**config.mk**
```make
export PLATFORM = sky130hd
export DESIGN_NAME = axi3_rd_arbiter
export DESIGN_NICKNAME = d
export VERILOG_FILES = /design/src/rtl/axi3_defs_pkg.sv /design/src/rtl/rr_arbiter.sv /design/src/rtl/axi3_rd_arbiter.sv
export SDC_FILE = /design/constraint.sdc
export NUM_CORES = 1
export LEC_CHECK = 0
export ABC_AREA = 1
export CAP_MARGIN = 20
export CORE_AREA = 2 2 109 111
export CTS_CLUSTER_SIZE = 40
export DETAILED_ROUTE_END_ITERATION = 8
export DIE_AREA = 0 0 111 113
export PLACE_DENSITY = 0.75
export SYNTH_ARGS = -nofsm -noshare
export SYNTH_HDL_FRONTEND = slang
export SYNTH_HIERARCHICAL = 1
export SYNTH_SLANG_ARGS = --single-unit
export TNS_END_PERCENT = 50
```
**constraint.sdc**
```tcl
create_clock -name clk -period 2.05 [get_ports clk]
set_clock_uncertainty 0.15 [all_clocks]
set_input_delay 0.41 -clock clk [delete_from_list [all_inputs] [get_ports clk]]
set_output_delay 0.41 -clock clk [all_outputs]
set_load 0.03 [all_outputs]
```
**src/rtl/axi3_defs_pkg.sv**
```systemverilog
// Shared AXI3 read-arbiter definitions: FSM state encoding, AR request bundle
// and burst-type constants.
package axi3_defs_pkg;

    localparam logic [1:0] AXI_BURST_INCR = 2'b01;
    localparam logic [1:0] AXI_BURST_WRAP = 2'b10;

    localparam int AXI_ID_W   = 4;
    localparam int AXI_ADDR_W = 32;

    typedef enum logic [1:0] {
        IDLE = 2'd0,
        ADDR = 2'd1,
        DATA = 2'd2
    } arb_state_t;

    // Sized for the default arbiter configuration.
    typedef struct packed {
        logic [AXI_ID_W-1:0]   id;
        logic [AXI_ADDR_W-1:0] addr;
        logic [3:0]            len;
        logic [2:0]            size;
        logic [1:0]            burst;
    } axi3_ar_req_t;

endpackage

```
**src/rtl/rr_arbiter.sv**
```systemverilog
// Combinational N-way picker: the first requester found scanning upward from
// ptr (wrapping) wins. A ptr of 0 gives lowest-index-first fixed priority.
module rr_arbiter #(
    parameter int N     = 3,
    parameter int IDX_W = (N > 1) ? $clog2(N) : 1
) (
    input  logic [N-1:0]     req,
    input  logic [IDX_W-1:0] ptr,
    output logic [N-1:0]     grant,
    output logic [IDX_W-1:0] idx
);

    logic [IDX_W:0] pos;

    // Scan from the farthest offset down so the nearest requester is written last.
    always_comb begin
        grant = '0;
        idx   = '0;
        pos   = '0;
        for (int i = N - 1; i >= 0; i--) begin
            pos = {1'b0, ptr} + (IDX_W + 1)'(i);
            if (pos >= (IDX_W + 1)'(N)) begin
                pos = pos - (IDX_W + 1)'(N);
            end
            if (req[pos[IDX_W-1:0]]) begin
                grant                 = '0;
                grant[pos[IDX_W-1:0]] = 1'b1;
                idx                   = pos[IDX_W-1:0];
            end
        end
    end

endmodule

```
**src/rtl/axi3_rd_arbiter.sv**
```systemverilog
// Shares one AXI3 read master among N requesters, one burst at a time, and
// flags RLAST/RID protocol errors. Define AXI3_RD_ARB_RR_EN for round-robin.
module axi3_rd_arbiter
    import axi3_defs_pkg::*;
#(
    parameter int N_MASTER   = 3,
    parameter int ID_WIDTH   = 4,
    parameter int ADDR_WIDTH = 32,
    parameter int DATA_WIDTH = 32
) (
    input  logic                           clk,
    input  logic                           rst,
    input  logic [N_MASTER*ID_WIDTH-1:0]   s_arid,
    input  logic [N_MASTER*ADDR_WIDTH-1:0] s_araddr,
    input  logic [N_MASTER*4-1:0]          s_arlen,
    input  logic [N_MASTER*3-1:0]          s_arsize,
    input  logic [N_MASTER*2-1:0]          s_arburst,
    input  logic [N_MASTER-1:0]            s_arvalid,
    output logic [N_MASTER-1:0]            s_arready,
    output logic [DATA_WIDTH-1:0]          s_rdata,
    output logic [ID_WIDTH-1:0]            s_rid,
    output logic [1:0]                     s_rresp,
    output logic                           s_rlast,
    output logic [N_MASTER-1:0]            s_rvalid,
    input  logic [N_MASTER-1:0]            s_rready,
    output logic [ID_WIDTH-1:0]            m_arid,
    output logic [ADDR_WIDTH-1:0]          m_araddr,
    output logic [3:0]                     m_arlen,
    output logic [2:0]                     m_arsize,
    output logic [1:0]                     m_arburst,
    output logic                           m_arvalid,
    input  logic                           m_arready,
    input  logic [ID_WIDTH-1:0]            m_rid,
    input  logic [DATA_WIDTH-1:0]          m_rdata,
    input  logic [1:0]                     m_rresp,
    input  logic                           m_rlast,
    input  logic                           m_rvalid,
    output logic                           m_rready,
    output logic                           len_err,
    output logic [1:0]                     dbg_state
);

    localparam int IDX_W = (N_MASTER > 1) ? $clog2(N_MASTER) : 1;

    arb_state_t           state;
    logic [IDX_W-1:0]     grant_idx;
    logic [IDX_W-1:0]     pick_idx;
    logic [IDX_W-1:0]     rr_ptr;
    logic [N_MASTER-1:0]  pick_onehot;
    logic [3:0]           pick_len;
    logic [ID_WIDTH-1:0]  pick_id;
    logic [3:0]           len_q;
    logic [ID_WIDTH-1:0]  id_q;
    logic [3:0]           beat_cnt;
    logic                 r_beat;

    logic [ID_WIDTH-1:0]   arid_a   [N_MASTER];
    logic [ADDR_WIDTH-1:0] araddr_a [N_MASTER];
    logic [3:0]            arlen_a  [N_MASTER];
    logic [2:0]            arsize_a [N_MASTER];
    logic [1:0]            arburst_a[N_MASTER];

    for (genvar gi = 0; gi < N_MASTER; gi++) begin : g_unpack
        assign arid_a[gi]    = s_arid[gi*ID_WIDTH +: ID_WIDTH];
        assign araddr_a[gi]  = s_araddr[gi*ADDR_WIDTH +: ADDR_WIDTH];
        assign arlen_a[gi]   = s_arlen[gi*4 +: 4];
        assign arsize_a[gi]  = s_arsize[gi*3 +: 3];
        assign arburst_a[gi] = s_arburst[gi*2 +: 2];
    end

    rr_arbiter #(.N(N_MASTER), .IDX_W(IDX_W)) u_pick (
        .req   (s_arvalid),
        .ptr   (rr_ptr),
        .grant (pick_onehot),
        .idx   (pick_idx)
    );

    always_comb begin
        pick_len = '0;
        pick_id  = '0;
        for (int i = 0; i < N_MASTER; i++) begin
            if (pick_onehot[i]) begin
                pick_len = pick_len | arlen_a[i];
                pick_id  = pick_id | arid_a[i];
            end
        end
    end

    assign r_beat    = m_rvalid & m_rready;
    assign dbg_state = state;

    always_ff @(posedge clk or negedge rst) begin
        if (!rst) begin
            state     <= IDLE;
            grant_idx <= '0;
            len_q     <= '0;
            id_q      <= '0;
            beat_cnt  <= '0;
            len_err   <= 1'b0;
        end else begin
            case (state)
                IDLE: begin
                    if (|s_arvalid) begin
                        grant_idx <= pick_idx;
                        len_q     <= pick_len;
                        id_q      <= pick_id;
                        state     <= ADDR;
                    end
                end
                ADDR: begin
                    if (m_arready) begin
                        beat_cnt <= '0;
                        state    <= DATA;
                    end
                end
                DATA: begin
                    if (r_beat) begin
                        beat_cnt <= beat_cnt + 4'd1;
                        // RLAST must land exactly on beat ARLEN, and RID must echo ARID.
                        if ((m_rlast != (beat_cnt == len_q)) || (m_rid != id_q)) begin
                            len_err <= 1'b1;
                        end
                        if (m_rlast) begin
                            state <= IDLE;
                        end
                    end
                end
                default: state <= IDLE;
            endcase
        end
    end

`ifdef AXI3_RD_ARB_RR_EN
    always_ff @(posedge clk or negedge rst) begin
        if (!rst) begin
            rr_ptr <= '0;
        end else if ((state == DATA) && r_beat && m_rlast) begin
            rr_ptr <= (grant_idx == IDX_W'(N_MASTER - 1)) ? '0 : grant_idx + 1'b1;
        end
    end
`else
    assign rr_ptr = '0;
`endif

    // Everything is zero outside its own phase, so reset forces all outputs low.
    always_comb begin
        m_arid    = '0;
        m_araddr  = '0;
        m_arlen   = '0;
        m_arsize  = '0;
        m_arburst = '0;
        m_arvalid = 1'b0;
        s_arready = '0;
        s_rvalid  = '0;
        s_rdata   = '0;
        s_rid     = '0;
        s_rresp   = '0;
        s_rlast   = 1'b0;
        m_rready  = 1'b0;
        case (state)
            ADDR: begin
                m_arid               = arid_a[grant_idx];
                m_araddr             = araddr_a[grant_idx];
                m_arlen              = arlen_a[grant_idx];
                m_arsize             = arsize_a[grant_idx];
                m_arburst            = arburst_a[grant_idx];
                m_arvalid            = 1'b1;
                s_arready[grant_idx] = m_arready;
            end
            DATA: begin
                s_rvalid[grant_idx] = m_rvalid;
                m_rready            = s_rready[grant_idx];
                s_rdata             = m_rdata;
                s_rid               = m_rid;
                s_rresp             = m_rresp;
                s_rlast             = m_rlast;
            end
            default: ;
        endcase
    end

endmodule

```
==> results.py <==
metrics = {
    "die": {
        "initial_core_util": 0.258,
        "core_region_area_um2": 11300,
        "dieWidth_um": 111,
        "die_h_um": 113,
        "num_rows": 39,
        "dieArea_um2": 12500,
        "io_pins": 279,
    },
    "power_and_ir_drop": {
        "max-vdd-ir-drop_uv": 760,
        "pwr_density_cell_nw_per_um2": 1190,
        "p_leak_nw": 3.40,
    },
    "global_routing": {
        "global_route.usage.met2": 0.388,
        "grt_antenna_before_repair": 0,
        "grt_overflow": 0,
        "grtUsageMet1": 0.204,
        "grt_pass1_vias": 4408,
        "grt_max_degree": 47,
        "track_usage": 0.198,
        "gr-usage-met3": 0.0568,
        "top_usage_layer": "met2",
        "grt_pass1_wl_um": 20400,
    },
    "route": {
        "final_antenna_net_count": 0,
        "totalWireLength_um": 13500,
        "drc": 0,
        "vias_per_cell": 4.46,
        "wire_per_inst_um": 13.2,
        "firstDrtPassIters": 5,
        "via_count": 4552,
        "drt-initial-drc-count": 206,
    },
    "finish": {
        "diodes": 0,
        "nNetsFinal": 1068,
        "synthToLayoutAreaGrowth_pct": 116,
        "drive_above_1_share": 0.188,
        "final_cells": 1021,
    },
    "hold_path": {
        "hold_path.startpoint": "len_err",
        "whs_endpoint": "len_err",
        "hold_depth": 2,
        "hp-class": "reg -> reg",
    },
    "worst_setup_path": {
        "path_class": "reg -> out",
        "cp-start-kind": "flop",
        "critPathMaxStageDelay_ns": 0.41,
        "required_ns": 1.49,
        "arrival_ns": 1.59,
        "cpMaxStageDelayCell": "dfrtp_2",
        "reg2reg_depth": 8,
        "rr_endpoint": "beat_cnt[3]",
        "ff2ff_setup_slack_ns": 0.41,
        "cp_num_buf_inv": 5,
        "cp_top_family": "buffers and inverters",
        "end_kind": "output port",
        "cp_common_cell": "nand2_1",
        "critPathMaxFanout": 9,
        "worstPathCellList": "inv_4, nor2_4, buf_12, clkbuf_16, nand2_1, nand3_1, nand2_1, inv_1, buf_6",
        "timing.rr.start": "grant_idx[0]",
    },
    "cts": {
        "insertion_delay_ns": 0.25,
        "clock-sinks": 17,
        "root_buffer": "clkbuf_16",
        "numCtsBuffers": 3,
        "clock_path_buffers": 2,
        "path_clk_slew_ns": 0.05,
        "cts_tree": "built",
        "htree_levels": 1,
        "hold_buffers": 0,
    },
    "outcome": {
        "outcome": "complete, but fails checks",
        "violations": "negative setup slack",
    },
    "synthesis": {
        "netlist_top_cells_area": "nand2_1, inv_1, nand3_1, dfrtp_1, nor2_1",
        "synth.ff_latch_count": 17,
        "yosys.area.top_type": "nand2_1",
        "synthCells": 590,
        "synthDistinctLibCells": 24,
        "yosysWarnings": 6,
        "netlist_area_um2": 2910,
        "seq_area_frac_synth": 0.146,
        "synth.top_cell.area_share": 0.276,
        "synth.avg_cell_area_um2": 4.94,
    },
    "timing": {
        "min_period_ns": 2.15,
        "setup_slack_ns": -0.104,
        "fmax_mhz": 464,
        "rsz0062_at_grt": "true",
        "final-hold-violation-count": 0,
        "tns_ns": -1.37,
        "finalSetupViolCount": 42,
        "finalCritPeriodShare": 1.05,
        "maxSlewViolCount": 0,
    },
    "placement": {
        "dpl.cell_count": 1013,
        "place.port_buffers": 278,
        "hpwl_um": 10800,
        "globalplace.congestion": 0.918,
    },
    "job": {
        "cap_violations": 0,
    },
}
-- layout by cell type (no fill, tap or decap), types with 4 or more instances in the layout --
master,count
o21ai_1,5
nand3_1,85
nand2_2,5
inv_2,20
ha_1,5
nor2_1,56
conb_1,6
dfrtp_1,15
nand3_2,5
inv_1,109
o21ai_0,13
xnor2_1,4
buf_12,18
o221ai_1,7
nand2_1,210
clkbuf_16,5
clkdlybuf4s50_1,186
buf_4,62
buf_6,38
-- cell usage after synthesis (all sizes together) --
cell,count
nand2,216
inv,131
nand3,90
nor2,59
buf,20
o21ai,18
dfrtp,17
o221ai,10
clkbuf,8
ha,5
xnor2,4
a21oi,3
o211ai,3
xor2,2
conb,1
nand4,1
nor3,1
o31ai,1
-- per-stage QoR --
| stage | total power [mW] | worst slack, ns | cell area [um^2] | utilization | hold WS [ns] |
|---|---|---|---|---|---|
| floorplan | 4.04 | 0.0225 | 2930 | - | -0.0356 |
| CTS | 7.24 | -0.111 | 6180 | 0.548 | 0.330 |
| detailed placement | 6.47 | -0.198 | 5920 | 0.525 | 0.318 |
| global placement | 6.45 | -0.142 | 5920 | 0.525 | 0.302 |
| finish | 7.49 | -0.104 | 6300 | 0.559 | 0.324 |
| global route | 8.06 | -0.172 | 6300 | 0.559 | 0.368 |
-- worst reg2reg max path: stages, from the launching register on --
cell	delay [ns]
dfrtp_2	0.45
buf_4	0.23
inv_1	0.07
nand3_1	0.08
nand3_2	0.11
nand2_1	0.14
nand2_1	0.14
nand2_1	0.09
o21ai_1	0.06
-- power breakdown --
group	leakage [nW]	internal [mW]	switching (mW)	total (mW)
sequential	0.215	0.461	0.132	0.593
combinational	3.15	2.76	3.75	6.50
clock	0.0382	0.264	0.132	0.396
-- what timing repair did --
action,in CTS,in global routing
setup buffers,0,1
cloned,0,3
gates resized for setup,52,28
pin swaps,0,4
endpoints found under the setup margin,50,73
-- kinds of logic (layout without fill, tap and decap cells) --
| group | count (synthesis) | in the layout | share of synthesized area |
|---|---|---|---|
| other | 1 | 6 | 0.00129 |
| xor gates and xnor gates | 6 | 6 | 0.0180 |
| AOI/OAI and AO/OA | 35 | 35 | 0.0765 |
| DFF | 17 | 17 | 0.146 |
| buffers and inverters | 159 | 442 | 0.218 |
| and+or+nand+nor | 367 | 367 | 0.519 |
| adders and majority gates | 5 | 5 | 0.0215 |
-- per-layer routing --
layer	vias up	wire length (um)
li1	2345	-
met1	1990	4990
met2	191	7130
met3	26	1080
met4	0	299
met5	-	0
-- sequential cells by signal, indices dropped and copies added (netlist names) --
register / flops
grant_idx: 2
len_err: 1
beat_cnt: 4
id_q: 4
dbg_state: 2
len_q: 4
-- area by class of cell --
class | instances | area (um^2)
clock buffers | 4 | 78.8
fillers | 1123 | 4970
inverters | 131 | 497
multi-input cells | 419 | 1940
flip-flops and latches | 17 | 428
well taps | 143 | 179
repair buffers | 307 | 3180
-- how the worst max path moves through the flow --
stage	start	to	slack, ns	cells past startpoint
floorplan	dbg_state[0]	m_araddr[25]	0.02	6
global placement	s_arvalid[0]	len_q[1]	-0.14	12
detailed placement	s_arvalid[0]	len_q[1]	-0.20	12
CTS	grant_idx[1]	m_araddr[29]	-0.11	8
global route	grant_idx[1]	m_araddr[30]	-0.17	9
finish	grant_idx[1]	m_araddr[30]	-0.10	9
Power figures use the tool's default switching activity.
